**config.mk**
```make
export PLATFORM = sky130hd
export DESIGN_NAME = spine_out_arbiter
export DESIGN_NICKNAME = d
export VERILOG_FILES = /design/src/rtl/spine_pkg.sv /design/src/rtl/spine_rr_pick.sv /design/src/rtl/spine_out_arbiter.sv
export SDC_FILE = /design/constraint.sdc
export NUM_CORES = 1
export LEC_CHECK = 0
export ABC_AREA = 1
export CORE_ASPECT_RATIO = 0.8
export CORE_MARGIN = 8
export CORE_UTILIZATION = 45
export DETAILED_ROUTE_END_ITERATION = 10
export PLACE_DENSITY = 0.8
export SLEW_MARGIN = 20
export SYNTH_ARGS = -nofsm -noshare
export SYNTH_HDL_FRONTEND = slang
export SYNTH_SLANG_ARGS = --single-unit
```
**constraint.sdc**
```tcl
create_clock -name clk -period 3.3 [get_ports clk]
set_input_delay 0.495 -clock clk [delete_from_list [all_inputs] [get_ports clk]]
set_output_delay 0.495 -clock clk [all_outputs]
set_load 0.01 [all_outputs]
```
**src/rtl/spine_pkg.sv**
```systemverilog
// Shared definitions for the group spine router: port count,
// head-flit field positions and the output arbiter state encoding.
package spine_pkg;

    localparam int NUM_SPINE_PORTS = 11;
    localparam int SPINE_IDX_W     = $clog2(NUM_SPINE_PORTS);

    localparam int HEAD_DEST_MSB = 15;
    localparam int HEAD_DEST_LSB = 10;
    localparam int HEAD_LEN_MSB  = 9;
    localparam int HEAD_LEN_LSB  = 6;
    localparam int LEN_W         = HEAD_LEN_MSB - HEAD_LEN_LSB + 1;

    typedef enum logic [1:0] {
        IDLE,
        HEAD,
        BODY
    } arb_state_t;

endpackage

```
**src/rtl/spine_rr_pick.sv**
```systemverilog
// Round-robin picker: first set request at or after rr_ptr,
// wrapping modulo N. Purely combinational.
module spine_rr_pick
    import spine_pkg::*;
#(
    parameter int N  = NUM_SPINE_PORTS,
    parameter int IW = $clog2(N)
) (
    input  logic [N-1:0]  req,
    input  logic [IW-1:0] rr_ptr,
    output logic [N-1:0]  pick,
    output logic [IW-1:0] idx,
    output logic          hit
);

    localparam int JW = IW + 1;

    logic [JW-1:0] j;

    always_comb begin
        pick = '0;
        idx  = '0;
        hit  = 1'b0;
        j    = '0;
        for (int i = 0; i < N; i++) begin
            j = {1'b0, rr_ptr} + JW'(i);
            if (j >= JW'(N)) begin
                j = j - JW'(N);
            end
            if (!hit && req[j[IW-1:0]]) begin
                hit            = 1'b1;
                idx            = j[IW-1:0];
                pick[j[IW-1:0]] = 1'b1;
            end
        end
    end

endmodule

```
**src/rtl/spine_out_arbiter.sv**
```systemverilog
// Per-output-port packet arbiter: round-robin grant held for a whole
// packet, out-FIFO backpressure, and a watchdog for stalled owners.
module spine_out_arbiter
    import spine_pkg::*;
#(
    parameter int NUM_PORTS   = NUM_SPINE_PORTS,
    parameter int DWIDTH      = 16,
    parameter int WDOG_CYCLES = 32
) (
    input  logic                        clk,
    input  logic                        reset,
    input  logic [NUM_PORTS-1:0]        req,
    input  logic [NUM_PORTS*DWIDTH-1:0] in_data,
    input  logic [NUM_PORTS-1:0]        in_valid,
    output logic [NUM_PORTS-1:0]        pop,
    input  logic                        out_full,
    output logic [DWIDTH-1:0]           out_data,
    output logic                        out_valid,
    output logic [NUM_PORTS-1:0]        grant,
    output logic                        busy,
    output logic                        wdog_err
);

    localparam int IW = $clog2(NUM_PORTS);
    localparam int WW = $clog2(WDOG_CYCLES + 1);

    arb_state_t           state_q, state_d;
    logic [NUM_PORTS-1:0] grant_q, grant_d;
    logic [IW-1:0]        gidx_q, gidx_d;
    logic [IW-1:0]        rr_ptr_q, rr_ptr_d;
    logic [LEN_W-1:0]     cnt_q, cnt_d;
    logic [WW-1:0]        wdog_q, wdog_d;
    logic                 cool_q, cool_d;
    logic [DWIDTH-1:0]    out_data_q, out_data_d;
    logic                 out_valid_q, out_valid_d;
    logic                 wdog_err_q, wdog_err_d;

    logic [NUM_PORTS-1:0] pick;
    logic [IW-1:0]        pick_idx;
    logic                 pick_hit;
    logic [DWIDTH-1:0]    sel_flit;
    logic                 sel_valid;
    logic                 xfer;
    logic                 release_pkt;
    logic [LEN_W-1:0]     head_len;
    logic [IW-1:0]        nxt_ptr;

    spine_rr_pick #(
        .N  (NUM_PORTS),
        .IW (IW)
    ) u_pick (
        .req    (req),
        .rr_ptr (rr_ptr_q),
        .pick   (pick),
        .idx    (pick_idx),
        .hit    (pick_hit)
    );

    always_comb begin
        sel_flit = '0;
        for (int i = 0; i < NUM_PORTS; i++) begin
            if (gidx_q == IW'(i)) begin
                sel_flit = in_data[i*DWIDTH +: DWIDTH];
            end
        end
    end

    assign sel_valid = in_valid[gidx_q];
    assign xfer      = (state_q != IDLE) && sel_valid && !out_full;
    assign pop       = xfer ? grant_q : '0;
    assign head_len  = sel_flit[HEAD_LEN_MSB:HEAD_LEN_LSB];
    assign nxt_ptr   = (gidx_q == IW'(NUM_PORTS - 1)) ? '0 : gidx_q + 1'b1;

    always_comb begin
        state_d     = state_q;
        grant_d     = grant_q;
        gidx_d      = gidx_q;
        rr_ptr_d    = rr_ptr_q;
        cnt_d       = cnt_q;
        wdog_d      = wdog_q;
        cool_d      = cool_q;
        out_data_d  = out_data_q;
        out_valid_d = xfer;
        wdog_err_d  = 1'b0;
        release_pkt = 1'b0;

        if (xfer) begin
            out_data_d = sel_flit;
        end

        unique case (state_q)
            IDLE: begin
                // First IDLE cycle after a packet never re-grants.
                if (cool_q) begin
                    cool_d = 1'b0;
                end else if (pick_hit) begin
                    grant_d = pick;
                    gidx_d  = pick_idx;
                    state_d = HEAD;
                end
            end
            HEAD: begin
                if (xfer) begin
                    cnt_d = head_len;
                    if (head_len == '0) begin
                        release_pkt = 1'b1;
                    end else begin
                        state_d = BODY;
                    end
                end
            end
            BODY: begin
                if (xfer) begin
                    cnt_d = (cnt_q != '0) ? cnt_q - 1'b1 : '0;
                    if (cnt_q <= LEN_W'(1)) begin
                        release_pkt = 1'b1;
                    end
                end
            end
            default: begin
                state_d = IDLE;
            end
        endcase

        if (state_q != IDLE) begin
            if (xfer) begin
                wdog_d = '0;
            end else if (wdog_q == WW'(WDOG_CYCLES - 1)) begin
                release_pkt = 1'b1;
                wdog_err_d  = 1'b1;
            end else begin
                wdog_d = wdog_q + 1'b1;
            end
        end

        if (release_pkt) begin
            state_d  = IDLE;
            grant_d  = '0;
            rr_ptr_d = nxt_ptr;
            cnt_d    = '0;
            wdog_d   = '0;
            cool_d   = 1'b1;
        end
    end

    always_ff @(posedge clk) begin
        if (reset) begin
            state_q     <= IDLE;
            grant_q     <= '0;
            gidx_q      <= '0;
            rr_ptr_q    <= '0;
            cnt_q       <= '0;
            wdog_q      <= '0;
            cool_q      <= 1'b0;
            out_data_q  <= '0;
            out_valid_q <= 1'b0;
            wdog_err_q  <= 1'b0;
        end else begin
            state_q     <= state_d;
            grant_q     <= grant_d;
            gidx_q      <= gidx_d;
            rr_ptr_q    <= rr_ptr_d;
            cnt_q       <= cnt_d;
            wdog_q      <= wdog_d;
            cool_q      <= cool_d;
            out_data_q  <= out_data_d;
            out_valid_q <= out_valid_d;
            wdog_err_q  <= wdog_err_d;
        end
    end

    assign grant     = grant_q;
    assign out_data  = out_data_q;
    assign out_valid = out_valid_q;
    assign wdog_err  = wdog_err_q;
    assign busy      = (state_q != IDLE);

endmodule

```
== Word-level counts from Yosys, hierarchy flattened ==
Cells that the tools add are included.
Word-level totals
  register bits after elaboration: 50
  input port bits: 201
  output and inout port bits: 41
  logic and storage cells: 273
Cells by class
  add/subtract/negate cells: 24
  order comparisons: 35
  equal/unequal tests: 19
  multiplexer cells: 125
  bitwise operators: 13
  reductions and logical operators: 47
Operators with widths (number)
  2-to-1 mux 16 bit: 11
  2-to-1 mux 11 bit: 12
  OR 11 bit: 10
  2-to-1 mux 4 bit: 26
  < comparator 4 x 5 -> 1 bit (second input constant): 12
  >= comparator 5 x 4 -> 1 bit (second input constant): 10
  binary-select mux 1 bit (select 4 bit): 12
  demux 1 bit (select 4 bit): 11
  >= comparator 4 x 1 -> 1 bit (second input constant): 11
  2-to-1 mux 1 bit: 44
  subtractor 4 bit (second input constant): 11
  logical AND 1 bit: 23
  adder 4 x 3 -> 5 bit (second input constant): 4
  equality test 4 x 3 -> 1 bit (second input constant): 4
  adder 4 x 4 -> 5 bit (second input constant): 3
  equality test 4 bit (second input constant): 3
  2-to-1 mux 6 bit: 2
  inequality test 2 bit (second input constant): 6
  logical NOT 1 bit: 11
  adder 4 x 2 -> 5 bit (second input constant): 2
  equality test 4 x 2 -> 1 bit (second input constant): 2
  logical NOT 4 bit: 2
  2-to-1 mux 2 bit: 4
  one-hot mux 4 bit (2 select lines): 1
  other kinds (21): 26

== Logic depth before layout (Yosys ltp) ==
Gate-level depths: netlist (run 1).
  word-level depth: 38
  mapped depth: 27
  depth with buffers taken out: 26

== Cells and area by module ==
A second synthesis (run 1) with hierarchy kept.
Unflattened totals
  cell total of the unflattened synthesis: 1495
  area, all modules: 7798.7 um^2
By module, submodules not included
  spine_rr_pick: times used 1, cells an instance 892, area an instance 4222.8 um^2, sequential area each 0.0 um^2
  spine_out_arbiter: times used 1, cells an instance 603, area an instance 3575.9 um^2, sequential area each 1001.0 um^2

== Least setup slack after synthesis (run 1) ==
OpenSTA, ideal clock, no wires.
  path type: reg2reg
  start: register rr_ptr_q[0]
  end: register grant_q[0], in the netlist grant[0]
  library setup time: 115 ps
  arrival time: 3202 ps
  data required time: 3185 ps
  setup slack: -16 ps
  cell stages (with the launch flop): 26
  buffers on the path: 3
  period minus slack after synthesis: 3316 ps
  cells stage by stage: dfxtp_1 -> buf_4 -> inv_2 -> buf_2 -> ha_1 -> inv_1 -> nand2_1 -> nand2_1 -> nand3_2 -> nand2_2 -> nand2_1 -> o21ai_2 -> inv_2 -> nor2_2 -> nand2_1 -> nand3_2 -> nand4_4 -> nor2_4 -> nand4_2 -> nor2_4 -> nand3_2 -> nand2_4 -> inv_2 -> buf_6 -> o21ai_1 -> nor2_1
On the way
  cells in the longest elaborated chain, start to end: 36
  elaborated cells between the ends (all ways): 173
  classes of those cells: add/sub: 21; order compare: 33; mux: 77; bitwise: 10; reduce/logical: 32
Ends and longest elaborated chain
  start, declared: RTL line spine_out_arbiter.sv:30  | logic [IW-1:0] rr_ptr_q, rr_ptr_d;
  start signal, assigned: RTL line spine_out_arbiter.sv:162  | rr_ptr_q <= rr_ptr_d;
  branches (longest 36 deep; another with adder 4 x 1 -> 5 bit)
  end signal, assigned: RTL line spine_out_arbiter.sv:160  | grant_q <= grant_d;
  end, declared: RTL line spine_out_arbiter.sv:28  | logic [NUM_PORTS-1:0] grant_q, grant_d;
Parallel ways; which one is timed is not known. The select of a mux whose other input is x is not followed.
A chain may end at the register's enable or synchronous reset.

== Final worst setup path (run 1) ==
  start: register rr_ptr_q[1]
  end: register grant_q[3], in the netlist grant[3]
The elaborated chain is that of the path after synthesis.

==> results of run 1 <==
-- sequential cells by signal, summed over array words and instances, names as in the netlist --
signal     cells
cnt_q          4
cool_q         1
gidx_q         4
grant         11
out_data      16
out_valid      1
rr_ptr_q       4
state_q        2
wdog_err       1
wdog_q         6
-- logic make-up after synthesis --
| group | count (synthesis) | synth area share |
|---|---|---|
| AO/OA/AOI/OAI | 198 | 0.144 |
| XOR/XNOR | 14 | 0.0187 |
| adder cells (fa/ha/maj) | 19 | 0.0291 |
| buffers and inverters | 211 | 0.106 |
| flip-flops | 50 | 0.122 |
| AND/OR/NAND/NOR | 1080 | 0.580 |
-- per-layer routing --
metal  global-route usage  share of wire  vias to the layer above
li1                     -              -                     6038
met1                0.446           0.40                     5803
met2                0.541           0.43                      902
met3               0.0963           0.12                      173
met4                0.135          0.045                        0
met5                    0              0                        -
-- cells in the final DEF (no fill, tap or decap), types with 38 or more instances in the layout --
cell type          n
buf_4            202
nor2_2            38
clkdlybuf4s50_1  241
nand2_1          422
nand3_1          215
nor2_1           228
a21oi_1           51
nand4_1           47
o21ai_0           43
inv_1            120
dfxtp_1           44
-- how the worst min path moves through the flow --
| stage | startpoint | end | slack, ns | cells after the start |
|---|---|---|---|---|
| after global placement | out_data[13] | out_data[13] | 0.45 | 2 |
| after detailed placement | out_data[12] | out_data[12] | 0.45 | 2 |
| final | out_data[3] | out_data[3] | 0.47 | 2 |
| after CTS | out_data[12] | out_data[12] | 0.47 | 2 |
| after floorplan | state_q[1] | state_q[1] | 0.46 | 2 |
| after global routing | out_data[4] | out_data[4] | 0.48 | 2 |
-- power breakdown --
part           switching, uW  leakage [uW]  internal (uW)
clock                    272     0.0000759            290
sequential              97.5      0.000411            720
combinational           1780       0.00571           1300
-- cell type report --
class	instances	area, um2
diodes	1	2.50
clock buffers	5	125
clock inverters	3	28.8
fillers	1431	4420
inverters	154	602
multi-input cells	1312	7140
flip-flops and latches	50	1020
well taps	230	288
repair buffers	472	4380
-- worst min-delay path, delay by kind of cell (launching register included) --
kind	cells	cell delay (ns)
compound gates	1	0.05
simple gates	1	0.06
flops	1	0.31
-- metrics by stage --
stage          area [um2]  setup WS [ns]  power, uW  TNS [ns]  hold slack, ns
4_1_cts             12600        0.00462       4240         0           0.466
3_5_place_dp        12200         -0.222       3630     -2.60           0.454
5_1_grt             13600         -0.430       4710     -6.02           0.484
2_1_floorplan        8200         0.0554       2310         0           0.456
6_report            13600         -0.163       4460     -2.11           0.468
3_3_place_gp        12200         -0.121       3580     -1.33           0.450
-- timing repair --
item | in CTS | in global routing
pin swaps | 5 | 81
endpoints found under the setup margin | 17 | 37
hold buffers | 0 | 0
setup buffers | 6 | 21
resized for setup | 36 | 190
gates cloned | 1 | 3
endpoints found under the hold margin | 0 | 0
==> reports/metrics.csv, run 1 <==
stage;metric;value;unit
run_status;outcome;finished, violations left;
run_status;violations;negative setup slack;
timing;rsz0062_at_grt;true;
timing;finalHoldViolCount;0;
timing;finClkSkew;0.0137;ns
placed_design;dp.cells;2187;
yosys;synth_seq_cells;50;
critical_path;worstPathRequired;3.50;ns
pwr;p_leak;0.00619;uW
critical_path;regToRegSetupSlack;-0.16;ns
die;ios;242;
yosys;synth.area.top_cells;nand2_1 21%, nand3_1 15%, nor2_1 12%, dfxtp_1 12%, inv_1 5.8%;
timing;setup_viol;17;
timing;tightest_slew;0.652;ns
critical_path;end_kind;register;
critical_path;path_buf_inv;6;
critical_path;endpoint;grant[3];
route;routed_wl;43900;um
cts;cts_tree;yes;
critical_path;r2r_start;rr_ptr_q[1];
die;die_area;22800;um2
yosys;postSynthAreaPerCell;5.21;um2
finish;syn_to_final_growth;66.0;%
yosys;yosysMostFrequentCell;nand2_1;
critical_path;crit_slowest_cell;dfxtp_4;
finish;nets;2215;
critical_path;path_max_fanout;6;
yosys;synthFlopType;dfxtp_1;
route;vias;12916;
timing;slew_headroom;0.561;
route;drtIter0Drc;1563;
critical_path;crit_top_cell;nor2_1;
grt;overflow;0;
critical_path;critPathKind;register to register;
yosys;synth_top_cell_area_share;0.206;
cts;clock_sinks;50;
pwr;ir_worst_vdd;0.218;mV
critical_path;cp_top_family;simple AND/OR/NAND/NOR gates;
yosys;synth_edf_count;0;
route;vias_per_cell;5.80;
grt;grt_start_max_net_pins;36;
yosys;seq_area_frac_synth;0.122;
cts;cts_buffers;5;
yosys;ys_warn_count;0;
yosys;async_reset_ff_frac;0;
cts;root_buffer;clkbuf_16;
finish;drive_gt1_frac;0.234;
grt;grt_use_total;0.346;
critical_path;crit_cells;23;
route;dr.pass1.iters;6;
cts;clock_latency;0.31;ns
grt;antenna_found_initial;0;
finish;final_cells;2227;
critical_path;max_stage_delay;0.42;ns
cts;htreeDepth;2;
die;die_h;137;um
flow_run;maxCapViolations;0;
grt;grt_pass1_wl;63000;um
yosys;synth_top_area_cell;nand2_1;
timing;worst_slack;-0.163;ns
route;ant_nets;0;
die;fp-row-count;44;
placed_design;numPortBuffers;241;
yosys;synth_cell_types;48;
critical_path;rr_endpoint;grant[3];
critical_path;crit_arrival;3.66;ns
critical_path;start_kind;register;
cts;cts_buffer_depth;2;
yosys;syn-num-nets;1792;
placed_design;gp_congestion;0.996;
critical_path;reg2reg_depth;23;
timing;fmax;289;MHz
finish;utilization;0.755;
timing;slew_violations;0;
placed_design;place_hpwl;34800;um
yosys;synth_common_cells;449 x nand2_1, 271 x nor2_1, 241 x nand3_1;
route;wl_per_cell;19.7;um
pwr;powerDensity;329;nW/um2
cts;cts.clk_slew.worst_paths;0.08;ns
die;initial_core_util;0.455;
route;drcViolationCount;0;
hold_path;hold_class;register to register;
critical_path;worstPathCellList;inv_4, buf_6, ha_1, nand2_2, nand2_1, o21ai_2, nand2_4, o21ai_4, nor2_1, buf_4, inv_1, o22ai_1, o21ai_1, nand3_4, inv_2, nor2_4, nand3_4, buf_6, nor2_1, nor2_1, nand3_1, nor2_1, nor2_1;
grt;grt_pass1_vias;11550;
die;core;18000;um2
critical_path;worst_setup_path_startpoint;rr_ptr_q[1];
die;die_x;167;um
timing;period_share;1.05;
yosys;synthCells;1572;
yosys;synthesis.area;8180;um2
timing;post-route-min-period;3.46;ns
No activity file was read; power rests on OpenSTA's default activity.
==> run 2: changes to the inputs <==
- CORE_UTILIZATION: 45 -> 53
- MAX_ROUTING_LAYER: unset -> met4
- PLACE_DENSITY: 0.8 -> 0.88
- TNS_END_PERCENT: unset -> 5
- clock period: 3.3 -> 4.07 ns (I/O delays scaled with it)
==> reports/metrics.csv, run 2 (synthesized netlist as in run 1, its figures left out) <==
stage;metric;value;unit
run_status;outcome;complete, no violations;
timing;setup_viol;0;
pwr;clkPwrFrac;0.131;
placed_design;dp_slack;0.293;ns
grt;antenna_found_initial;0;
grt;grt_use_total;0.374;
route;dr.pass1.iters;7;
cts;cts.clk_slew.worst_paths;0.07;ns
timing;finalHoldViolCount;0;
cts;post_cts_buffers;0;
critical_path;start_kind;register;
critical_path;path_max_fanout;16;
finish;antenna_cells;0;
timing;tightest_slew;0.653;ns
cts;htreeDepth;2;
critical_path;r2r_start;rr_ptr_q[1];
timing;rsz0062_at_grt;true;
cts;clock_sinks;50;
finish;drive_gt1_frac;0.0866;
pwr;p_leak;0.00496;uW
timing;fmax;262;MHz
pwr;p_sw;1550;uW
route;ant_nets;0;
die;core;15100;um2
finish;syn_to_final_growth;35.8;%
critical_path;end_kind;register;
route;drcViolationCount;0;
grt;grt_pass1_vias;10688;
placed_design;place_hpwl;31700;um
timing;slew_headroom;0.560;
critical_path;reg2reg_depth;23;
die;die_area;19700;um2
placed_design;dp.cells;2015;
placed_design;numPortBuffers;241;
cts;cts_buffer_depth;2;
die;initial_core_util;0.543;
finish;final_area;11100;um2
pwr;sw_frac_of_total;0.493;
timing;holdWs;0.467;ns
cts;cts_tree;yes;
grt;use_met3;0.106;
grt;grt_pass1_wl;57600;um
finish;fill_cells;1314;
route;vias_per_cell;5.94;
finish;nets;2032;
route;drtIter0Drc;1798;
pwr;finalPower;3150;uW
pwr;ir_worst_vdd;0.245;mV
pwr;powerDensity;284;nW/um2
timing;slew_violations;0;
route;vias;12006;
timing;post-route-min-period;3.82;ns
pwr;intPower;1600;uW
cts;cts_buffers;5;
cts;clock_latency;0.30;ns
timing;worst_slack;0.251;ns
critical_path;regToRegSetupSlack;0.25;ns
grt;grt_util_met1;0.481;
placed_design;gp_congestion;1.21;
timing;period_share;0.938;
finish;largest_reg_flops;16;
finish;mostFrequentLayoutCell;nand2_1;
critical_path;crit_top_cell;nor2_1;
die;fp-row-count;40;
route;wl_per_cell;19.0;um
placed_design;dpl_cell_area;10900;um2
die;ios;242;
timing;finClkSkew;0.00514;ns
critical_path;critPathKind;register to register;
grt;grt_start_max_net_pins;33;
finish;final_cells;2022;
die;die_x;155;um
critical_path;max_stage_delay;0.39;ns
hold_path;hp-start;out_data[0];
route;routed_wl;38400;um
grt;use_met2;0.557;
pwr;seqPwrFrac;0.210;
hold_path;min_to;out_data[0];
flow_run;maxCapViolations;0;
hold_path;hold_class;register to register;
critical_path;rr_endpoint;grant[8];
cts;root_buffer;clkbuf_16;
grt;grt.busiest_layer;met2;
hold_path;whs_path_depth;2;
critical_path;crit_slowest_cell;dfxtp_1;
grt;overflow;0;
critical_path;worstPathRequired;4.26;ns
critical_path;worstPathCellList;inv_2, ha_1, buf_4, nand2_1, o21ai_2, inv_2, nand2_1, inv_2, a22oi_1, a21oi_1, nor2_2, buf_4, inv_2, nand3_1, nand2_1, nor2_1, nand3_1, nor2_1, nand3_1, nor2_1, nand3_1, nor2_1, nor2_1;
cts;cts_hold_buf;0;
finish;mostFrequentLayoutCells;449 x nand2_1, 266 x nor2_1, 241 x nand3_1, 241 x clkdlybuf4s50_1, 127 x inv_1;
critical_path;crit_arrival;4.01;ns
pwr;p_comb_frac;0.659;
die;die_h;127;um
## run 2: layout make-up
cell class	count	area, um2	share of cell area
tap	210	263	0.0236
timing repair buffer	290	2780	0.250
inverter	154	578	0.0520
clock buffer	5	125	0.0113
sequential	50	1000	0.0902
clock inverter	2	13.8	0.00124
multi-input combinational	1311	6350	0.571
## run 2: worst max-delay path: cells and delay by family (launching register included)
family,cells,cell delay [ns]
AND/OR/NAND/NOR,13,1.64
buffers and inverters,6,0.92
AO/OA/AOI/OAI,3,0.40
flip-flops,1,0.39
adder cells (fa/ha/maj),1,0.34
## run 2: per-stage QoR
stage	TNS [ns]	utilization
5_1_grt	-0.0290	0.738
2_1_floorplan	0	-
4_1_cts	0	0.736
3_5_place_dp	0	0.726
3_3_place_gp	0	0.726
6_report	0	0.738
## run 2: repair_timing
action / CTS / global route
gates resized for setup: 0 / 9
setup endpoints to repair: 0 / 15
endpoints found under the hold margin: 0 / 0
## run 2: power by group through the flow
| stage | registers [uW] | clock network (uW) | logic [uW] |
|---|---|---|---|
| floorplan | 684 | 0 | 1190 |
| global placement | 665 | 0 | 1960 |
| detailed placement | 667 | 0 | 1990 |
| CTS | 658 | 413 | 2000 |
| global route | 671 | 431 | 2240 |
| finish | 660 | 414 | 2080 |
## run 2: routing by layer
metal | vias up | wire, um
met3 | 142 | 5550
met5 | - | 0
met4 | 0 | 1560
met1 | 5291 | 15100
li1 | 5663 | -
met2 | 910 | 16100
## run 2: worst max-delay path by stage
stage                      from         to
floorplan           rr_ptr_q[0]   grant[0]
global placement    rr_ptr_q[3]  gidx_q[3]
detailed placement  rr_ptr_q[3]  gidx_q[3]
CTS                 rr_ptr_q[3]  gidx_q[3]
global route        rr_ptr_q[1]   grant[5]
finish              rr_ptr_q[1]   grant[8]
